**src/rtl/rle_frame_if.sv**
```systemverilog
// ============================================================================
// rle_frame_if : pixel-in / run-word-out handshake bundle for rle_frame_encoder
// Rev 1.0
// ============================================================================
`default_nettype none

interface rle_frame_if #(
  parameter int COLOUR_BITS = 6,
  parameter int RUN_BITS    = 10
);
  logic                            pix_valid;
  logic                            pix_ready;
  logic [COLOUR_BITS-1:0]          pix_colour;
  logic                            pix_eol;
  logic                            pix_eof;
  logic                            word_valid;
  logic                            word_ready;
  logic [RUN_BITS+COLOUR_BITS-1:0] word_data;
  logic                            word_last;
  logic                            run_active;

  modport master (
    output pix_valid, pix_colour, pix_eol, pix_eof, word_ready,
    input  pix_ready, word_valid, word_data, word_last, run_active
  );

  modport slave (
    input  pix_valid, pix_colour, pix_eol, pix_eof, word_ready,
    output pix_ready, word_valid, word_data, word_last, run_active
  );
endinterface

`default_nettype wire

```
**src/rtl/rle_frame_encoder.sv**
```systemverilog
// ============================================================================
// rle_frame_encoder : streaming run-length encoder, {run_len_m1, colour} words.
// Optional RLE_ENC_LINE_SPLIT_EN: close runs at every end of line.
// Rev 1.0
// ============================================================================
`default_nettype none

module rle_frame_encoder #(
  parameter int COLOUR_BITS = 6,
  parameter int RUN_BITS    = 10
) (
  input  wire logic   clk,
  input  wire logic   rst_n,
  rle_frame_if.slave  bus
);

  localparam int                WORD_BITS = RUN_BITS + COLOUR_BITS;
  localparam logic [RUN_BITS-1:0] LEN_MAX = '1;

  logic                   run_open, run_open_n;
  logic [COLOUR_BITS-1:0] cur_colour, colour_n;
  logic [RUN_BITS-1:0]    cur_len, len_n;
  logic [WORD_BITS-1:0]   fifo_data   [2];
  logic                   fifo_last   [2];
  logic [WORD_BITS-1:0]   fifo_data_n [2];
  logic                   fifo_last_n [2];
  logic [1:0]             cnt, cnt_n, slot;
  logic                   pop, ready, accept, close_run, push_old, push_new;

  assign pop    = (cnt != 2'd0) && bus.word_ready;
  assign ready  = (cnt == 2'd0) || ((cnt == 2'd1) && bus.word_ready);
  assign accept = bus.pix_valid && ready;

`ifdef RLE_ENC_LINE_SPLIT_EN
  assign close_run = bus.pix_eof || bus.pix_eol;
`else
  assign close_run = bus.pix_eof;
`endif

  always_comb begin : run_next
    run_open_n = run_open;
    colour_n   = cur_colour;
    len_n      = cur_len;
    push_old   = 1'b0;
    push_new   = 1'b0;
    if (accept) begin
      if (run_open && (bus.pix_colour == cur_colour) && (cur_len != LEN_MAX)) begin
        len_n = cur_len + RUN_BITS'(1);
      end else begin
        push_old = run_open;
        colour_n = bus.pix_colour;
        len_n    = '0;
      end
      run_open_n = 1'b1;
      if (close_run) begin
        push_new   = 1'b1;
        run_open_n = 1'b0;
      end
    end
  end

  // Ready rule ensures slot never reaches 2 while a push is pending.
  always_comb begin : fifo_next
    fifo_data_n = fifo_data;
    fifo_last_n = fifo_last;
    slot        = cnt;
    if (pop) begin
      fifo_data_n[0] = fifo_data[1];
      fifo_last_n[0] = fifo_last[1];
      slot           = cnt - 2'd1;
    end
    if (push_old) begin
      fifo_data_n[slot[0]] = {cur_len, cur_colour};
      fifo_last_n[slot[0]] = 1'b0;
      slot                 = slot + 2'd1;
    end
    if (push_new) begin
      fifo_data_n[slot[0]] = {len_n, colour_n};
      fifo_last_n[slot[0]] = bus.pix_eof;
      slot                 = slot + 2'd1;
    end
    cnt_n = slot;
  end

  always_ff @(posedge clk) begin
    if (!rst_n) begin
      run_open   <= 1'b0;
      cur_colour <= '0;
      cur_len    <= '0;
      cnt        <= 2'd0;
      for (int i = 0; i < 2; i++) begin
        fifo_data[i] <= '0;
        fifo_last[i] <= 1'b0;
      end
    end else begin
      run_open   <= run_open_n;
      cur_colour <= colour_n;
      cur_len    <= len_n;
      cnt        <= cnt_n;
      fifo_data  <= fifo_data_n;
      fifo_last  <= fifo_last_n;
    end
  end

  assign bus.pix_ready  = ready;
  assign bus.word_valid = (cnt != 2'd0);
  assign bus.word_data  = fifo_data[0];
  assign bus.word_last  = fifo_last[0];
  assign bus.run_active = run_open;

endmodule

`default_nettype wire
```
**src/flat_wrapper.sv**
```systemverilog
// flat-port wrapper written by rule: the top's interface ports become plain ports
module rle_frame_encoder_flat 
#(
  parameter int COLOUR_BITS = 6,
  parameter int RUN_BITS    = 10
)
  (clk, rst_n, bus_pix_valid, bus_pix_colour, bus_pix_eol, bus_pix_eof, bus_word_ready, bus_pix_ready, bus_word_valid, bus_word_data, bus_word_last, bus_run_active);
  rle_frame_if #(.COLOUR_BITS(COLOUR_BITS), .RUN_BITS(RUN_BITS)) bus_i ();
  input  wire logic clk;
  input  wire logic rst_n;
  input wire logic [$bits(bus_i.pix_valid)-1:0] bus_pix_valid;
  input wire logic [$bits(bus_i.pix_colour)-1:0] bus_pix_colour;
  input wire logic [$bits(bus_i.pix_eol)-1:0] bus_pix_eol;
  input wire logic [$bits(bus_i.pix_eof)-1:0] bus_pix_eof;
  input wire logic [$bits(bus_i.word_ready)-1:0] bus_word_ready;
  output wire logic [$bits(bus_i.pix_ready)-1:0] bus_pix_ready;
  output wire logic [$bits(bus_i.word_valid)-1:0] bus_word_valid;
  output wire logic [$bits(bus_i.word_data)-1:0] bus_word_data;
  output wire logic [$bits(bus_i.word_last)-1:0] bus_word_last;
  output wire logic [$bits(bus_i.run_active)-1:0] bus_run_active;
  assign bus_i.pix_valid = bus_pix_valid;
  assign bus_i.pix_colour = bus_pix_colour;
  assign bus_i.pix_eol = bus_pix_eol;
  assign bus_i.pix_eof = bus_pix_eof;
  assign bus_i.word_ready = bus_word_ready;
  assign bus_pix_ready = bus_i.pix_ready;
  assign bus_word_valid = bus_i.word_valid;
  assign bus_word_data = bus_i.word_data;
  assign bus_word_last = bus_i.word_last;
  assign bus_run_active = bus_i.run_active;
  rle_frame_encoder #(.COLOUR_BITS(COLOUR_BITS), .RUN_BITS(RUN_BITS)) u_core (.clk(clk), .rst_n(rst_n), .bus(bus_i));
endmodule
```
**config.mk**
```make
export PLATFORM = sky130hd
export DESIGN_NAME = rle_frame_encoder_flat
export DESIGN_NICKNAME = d
export VERILOG_FILES = /design/src/rtl/rle_frame_if.sv /design/src/rtl/rle_frame_encoder.sv /design/src/flat_wrapper.sv
export SDC_FILE = /design/constraint.sdc
export NUM_CORES = 1
export LEC_CHECK = 0
export BUFFER_PORTS_ARGS = -buffer_cell sky130_fd_sc_hd__buf_2
export CORE_ASPECT_RATIO = 0.9
export CORE_MARGIN = 2
export CORE_UTILIZATION = 50
export CTS_BUF_LIST = sky130_fd_sc_hd__clkbuf_8
export CTS_CLUSTER_SIZE = 10
export DETAILED_ROUTE_END_ITERATION = 7
export PLACE_DENSITY = 0.73
export SLEW_MARGIN = 20
export SYNTH_ARGS = -nofsm -noshare
export SYNTH_HDL_FRONTEND = slang
export SYNTH_SLANG_ARGS = --single-unit
```
**constraint.sdc**
```tcl
create_clock -name clk -period 3 [get_ports clk]
set_clock_uncertainty 0.05 [all_clocks]
set_input_delay 0.6 -clock clk [delete_from_list [all_inputs] [get_ports clk]]
set_output_delay 0.6 -clock clk [all_outputs]
set_load 0.02 [all_outputs]
```
* Yosys cells after proc, flatten, opt, wreduce, memory -nomap -nowiden
Index checks and enable logic that the tools add are counted.
** Cells by class
- Add/subtract/negate cells :: 4
- $lt $le $gt $ge :: 4
- Muxes and demuxes :: 29
- Equal/unequal tests :: 3
- Bitwise operators :: 4
- Reductions and logical operators :: 10
** Operators with widths (count)
- bitwise mux 32 bit :: 2
- two-way mux 32 bit :: 2
- two-way mux 16 bit :: 3
- demux 16 bit (select 1 bit) :: 2
- two-way mux 10 bit :: 2
- two-way mux 6 bit :: 2
- adder 10 x 1 -> 10 bit, second input constant :: 1
- two-way mux 2 bit :: 5
- inequality test 10 bit, second input constant :: 1
- two-way mux 1 bit :: 8
- logical AND 1 bit :: 7
- == test 6 bit :: 1
- adder 2 x 1 -> 2 bit, second input constant :: 2
- greater-or-equal comparator 2 bit, second input constant :: 2
- less-than comparator 2 x 1 -> 1 bit, second input constant :: 2
- NOT 1 -> 2 bit :: 2
- AND 2 bit :: 1
- bitwise mux 2 bit :: 1
- demux 1 bit (select 1 bit) :: 2
- == test 2 x 1 -> 1 bit, second input constant :: 1
- zero test 2 bit :: 1
- NOT 2 bit :: 1
- nonzero test 2 bit :: 1
- subtractor 2 x 1 -> 2 bit, second input constant :: 1
- logical OR 1 bit :: 1
** Word-level totals
- Input bits :: 12
- Register bits :: 53
- Logic and storage cells :: 62

* Logic depth before layout (Yosys ltp)
- Depth after elaboration :: 13
- Mapped depth :: 11
- Mapped depth without buffers :: 8

* Worst setup path before layout
No wires, ideal clock.
- Path type :: input to register
- Start point :: in bus_word_ready
- End point :: reg u_core.fifo_data[15] in the netlist's numbering
- Cell stages on the path :: 8
- Setup slack :: 0.553 ns
- Data arrival time :: 2.279 ns
- Library setup time :: 0.119 ns
- Path through :: a21o_1 -> and2_1 -> clkbuf_1 -> o31ai_2 -> or2_2 -> buf_2 -> buf_2 -> o221a_2
** On the way
- Longest elaborated chain between the ends :: 12
- Elaborated cells between the ends (all ways) :: 26
- Those cells by class :: 1 x add/sub; 4 x order compare; 13 x mux; 2 x bitwise; 6 x reduce/logical
** Ends and longest elaborated chain
- from (decl) :: line flat_wrapper.sv:15 : input wire logic [$bits(bus_i.word_ready)-1:0] bus_word_ready;
- parallel branches: the longest is 11 deep, another holds adder 2 x 1 -> 2 bit
- two-way mux 32 bit (*) :: line rle_frame_encoder.sv:77 : if (push_new) begin
- to (signal assigned) :: line rle_frame_encoder.sv:100 : fifo_data <= fifo_data_n;
- to (decl) :: line rle_frame_encoder.sv:23 : logic [WORD_BITS-1:0] fifo_data [2];
Every way passes the cells marked *.
A chain may end at the register's enable or synchronous reset.

* Worst setup path in the final report
- Start point :: reg u_core.cur_len[0]
- End point :: reg u_core.fifo_data[15] in the netlist's numbering
** On the way
- Longest elaborated chain between the ends :: 12
- Elaborated cells between the ends (all ways) :: 17
- Those cells by class :: 1 x add/sub; 2 x order compare; 1 x eq/ne; 10 x mux; 1 x bitwise; 2 x reduce/logical
** Ends and longest elaborated chain
- from (decl) :: line rle_frame_encoder.sv:22 : logic [RUN_BITS-1:0] cur_len, len_n;
- from (signal assigned) :: line rle_frame_encoder.sv:98 : cur_len <= len_n;
- inequality test 10 bit :: line rle_frame_encoder.sv:47 : if (run_open && (bus.pix_colour == cur_colour) && (cur_len != LEN_MAX)) begin
- logical AND 1 bit :: line rle_frame_encoder.sv:47
- two-way mux 1 bit :: line rle_frame_encoder.sv:47
- two-way mux 1 bit :: line rle_frame_encoder.sv:46 : if (accept) begin
- two-way mux 2 bit :: line rle_frame_encoder.sv:72 : if (push_old) begin
- NOT 1 -> 2 bit (implied by the code) :: line rle_frame_encoder.sv:78 : fifo_data_n[slot[0]] = {len_n, colour_n};
- greater-or-equal comparator 2 bit (implied by the code) / less-than comparator 2 x 1 -> 1 bit (equally long branches) :: line rle_frame_encoder.sv:78
- logical AND 1 bit (implied by the code) :: line rle_frame_encoder.sv:78
- two-way mux 16 bit (implied by the code) :: line rle_frame_encoder.sv:78
- demux 16 bit (select 1 bit) :: line rle_frame_encoder.sv:78
- bitwise mux 32 bit :: line rle_frame_encoder.sv:78
- two-way mux 32 bit (*) :: line rle_frame_encoder.sv:77
Mark *: on every way between the ends. The rest lies on a longest branch, timed or not.

==> impl_table.tex <==
\begin{tabular}{lr}
\hline
Metric & Value \\
\hline
\multicolumn{2}{l}{\textbf{Critical path}} \\
\quad Worst Path Arrival & $\sim$2800 ps \\
\quad Endpoint of the most critical setup path & u\_core.fifo\_data[15] \\
\quad Setup slack of the worst register-to-register path & 430 ps \\
\quad Maximum fanout along the worst path & 10 \\
\quad Crit path max-delay cell type & a21oi\_1 \\
\quad Req. time, crit path & 3200 ps \\
\quad Maximum cell stage delay along the critical path & 520 ps \\
\quad Reg2reg path depth & 8 \\
\quad Crit path capture type & flip-flop \\
\quad Bufs and invs on worst path & 1 \\
\quad Kind of critical path & flip-flop to flip-flop \\
\quad Cell Chain, Critical Path & ha\_1, and3\_1, and4\_4, o31ai\_4, xnor2\_1, a21oi\_1, buf\_4, o221a\_2 \\
\quad Reg-to-Reg Start & u\_core.cur\_len[0] \\
\quad Path length in cells of the critical path & 8 \\
\quad Cell family with the largest share of critical-path delay & compound AO/OA/AOI/OAI gates \\
\quad Kind of start point of the critical path & flip-flop \\
\quad CP startpoint & u\_core.cur\_len[0] \\
\quad Endpoint of the worst register-to-register path & u\_core.fifo\_data[15] \\
\multicolumn{2}{l}{\textbf{Global route}} \\
\quad Antenna violations before repair & 0 \\
\quad Via count of the first global-routing pass & 2284 \\
\quad Remaining global-route overflow & 0 \\
\quad Maximum number of pins on one net before global-route repair & 25 \\
\quad Global-route usage over all layers & 0.2183 \\
\quad First-pass GRT wire length & 11.17 mm \\
\multicolumn{2}{l}{\textbf{Min path}} \\
\quad Type of the tightest min-delay check & flip-flop to flip-flop \\
\multicolumn{2}{l}{\textbf{Placement}} \\
\quad Placement Cell Area & 0.003028 mm2 \\
\quad Detailed Place HPWL & around 4.6 mm \\
\quad Cells after DPL & 397 \\
\quad Final weighted congestion in routability-driven placement & 0.8281 \\
\quad Port buffer count & 30 \\
\multicolumn{2}{l}{\textbf{Synth}} \\
\quad Sequential fraction of the synthesis area & 0.3700 \\
\quad Synth Area per Inst & around 9 um2 \\
\quad Net count after synthesis & 333 \\
\quad Number of library cell types mapped by synthesis & 46 \\
\quad Post-synthesis sequential element count & 53 \\
\quad Post-synthesis instance area & between 0.002 and 0.003 mm2 \\
\quad Number of standard cells after synthesis & approximately 320 \\
\quad Yosys synthesis warning count & 0 \\
\multicolumn{2}{l}{\textbf{Drt}} \\
\quad Via Count & 2362 \\
\quad DRC violation total after the first TritonRoute iteration & 184 \\
\quad Number of vias per cell after detailed routing & around 5.8 \\
\quad Remaining routing DRC violations & 0 \\
\quad Routed len/inst & 16.16 um \\
\quad Total wirelength of the detailed-routed design & 6.544 mm \\
\quad First drt pass iteration count & 4 \\
\quad Antenna viol nets, final & 0 \\
\multicolumn{2}{l}{\textbf{Clock tree}} \\
\quad Post-CTS resize count & 0 \\
\quad Clock tree from TritonCTS & done \\
\quad Postcts setup bufs & 0 \\
\quad Clock latency of the later-clocked register in the worst-skew pair & 300 ps \\
\quad Number of CTS-inserted buffers & 5 \\
\quad Clock-pin transition on the worst setup and hold timing paths & 90 ps \\
\quad CTS H-tree lvls & 2 \\
\quad Number of sinks handled by clock tree synthesis & between 50 and 60 \\
\quad Post-cts hold buffer count & 0 \\
\quad Deepest clock path buffer count & 2 \\
\quad Clock Root Buffer & clkbuf\_8 \\
\multicolumn{2}{l}{\textbf{Timing}} \\
\quad Final Slew Violations & 0 \\
\quad Setup tns final & 0 ps \\
\quad Number of endpoints with negative hold slack in the final report & 0 \\
\quad Share of the clock period used by the worst path after layout & 0.8551 \\
\quad Slew @ Worst Pin & approximately 600 ps \\
\quad Relative slew slack & 0.5930 \\
\quad Minimum period implied by the final worst setup slack & around 2600 ps \\
\quad Setup repair after global routing missed its margin & no \\
\quad Worst hold margin & 448.7 ps \\
\quad Peak clock frequency supported by timing & 389.8 MHz \\
\quad Setup violators final & 0 \\
\multicolumn{2}{l}{\textbf{Die}} \\
\quad Initial core utilization & 0.5125 \\
\quad Number of rows in the core area & 26 \\
\quad Horizontal die dimension & 83.83 um \\
\quad Height of the chip & 75.85 um \\
\quad Core Footprint & 0.005595 mm2 \\
\quad IO Pins & 32 \\
\quad Area of the die & 0.006358 mm2 \\
\multicolumn{2}{l}{\textbf{Cells and area}} \\
\quad Number of antenna repair diodes & 0 \\
\quad Design area & 0.003110 mm2 \\
\quad Final instance count without filler cells & 405 \\
\quad Commonest non-fill, non-tap cells in the layout & 53 x dfxtp\_1, 30 x buf\_2, 25 x nand2\_1 \\
\quad Area growth, synth to finish & 8.464\% \\
\quad Share of final-layout standard cells stronger than drive strength 1 & 0.2418 \\
\quad Most common cell after layout, fill and taps aside & dfxtp\_1 \\
\quad Number of nets in the finished design & 349 \\
\quad Final core area utilization & 0.5559 \\
\multicolumn{2}{l}{\textbf{Pwr}} \\
\quad Static power due to leakage & 1.339 nW \\
\quad Power density normalized to cell area & 895.4 mW/mm2 \\
\quad Maximum VDD drop & 595.8 uV \\
\multicolumn{2}{l}{\textbf{Run}} \\
\quad Max-capacitance violation count & 0 \\
\multicolumn{2}{l}{\textbf{Run status}} \\
\quad Result of the run & complete, no violations \\
\hline
\end{tabular}
Yosys cell counts, drive strengths merged:
library cell	number	area (um2)
a211oi	2	15.01
a21boi	1	7.510
a21o	1	7.510
a21oi	18	90.09
a221o	3	30.03
a22o	1	8.760
a22oi	1	7.510
a2bb2oi	2	17.52
and2	9	56.30
and3	6	37.54
and4	2	22.52
buf	28	183.9
clkbuf	10	37.54
dfxtp	53	1061
ha	3	37.54
inv	7	26.28
mux2	3	33.78
mux2i	21	210.2
nand2	25	93.84
nand2b	15	93.84
nand3	6	30.03
nand4	7	50.05
nand4b	1	8.760
nor2	18	67.56
nor2b	1	6.260
nor3	3	20.02
o211ai	1	7.510
o21a	1	7.510
o21ai	9	45.04
o21bai	1	7.510
o221a	15	168.9
o221ai	8	70.07
o22ai	4	25.02
o311a	2	20.02
o31ai	3	41.29
or2	1	6.260
or3	7	43.79
or4	2	15.01
xnor2	14	122.6
xor2	3	26.28
tightest hold or removal path, stage by stage, from the launching register on:
cell	delay (ps)
dfxtp_1	340
a21oi_1	40
nor2_1	90
power breakdown:
group / internal [mW] / switching, mW
Combinational: 0.604 / 0.842
Sequential: 0.863 / 0.0909
Clock: 0.159 / 0.226
Total: 1.63 / 1.16
how the worst min path moves through the flow:
| stage | from | to | cells past startpoint |
|---|---|---|---|
| 2_1_floorplan | u_core.fifo_last[0] | u_core.fifo_last[0] | 2 |
| 3_3_place_gp | u_core.fifo_last[0] | u_core.fifo_last[0] | 2 |
| 3_5_place_dp | u_core.fifo_last[0] | u_core.fifo_last[0] | 2 |
| 4_1_cts | u_core.fifo_last[0] | u_core.fifo_last[0] | 2 |
| 5_1_grt | u_core.fifo_last[0] | u_core.fifo_last[0] | 2 |
| 6_report | u_core.fifo_last[0] | u_core.fifo_last[0] | 2 |
per-stage QoR:
step,total power [mW],setup slack (ps)
finish,2.785,434.6
global route,2.981,320.2
CTS,2.789,489.8
detailed placement,2.409,259.2
global placement,2.382,301.8
floorplan,2.053,552.7
sequential cells by signal (all words and copies together), names as in the netlist:
signal,flops
u_core.bus.word_data,16
u_core.fifo_data,16
u_core.cur_len,10
u_core.cur_colour,6
u_core.cnt,2
u_core.bus.run_active,1
u_core.bus.word_last,1
u_core.fifo_last,1
per-layer routing:
metal  track usage  share of wire  up-vias
met1        0.2912           0.46     1119
met3       0.04117          0.059        4
li1              -              -     1173
met4       0.03405         0.0044        0
met5             0              0        -
met2        0.3831           0.47       66
final cells by class:
type | count | area, um2
fill | 526 | 2485
multi-input combinational | 220 | 1575
sequential | 53 | 1061
timing repair buffer | 47 | 277.8
tap | 70 | 87.58
clock buffer | 5 | 68.82
inverter | 7 | 26.28
clock inverter | 3 | 13.76
cell families after synthesis:
group	share of synthesized area
simple gates	0.1924
compound gates	0.2011
flops	0.3700
buf+inv	0.08639
mux	0.08508
xor+xnor	0.05192
fa+ha+maj	0.01309
Note: power is estimated with default switching activity, not from simulation.
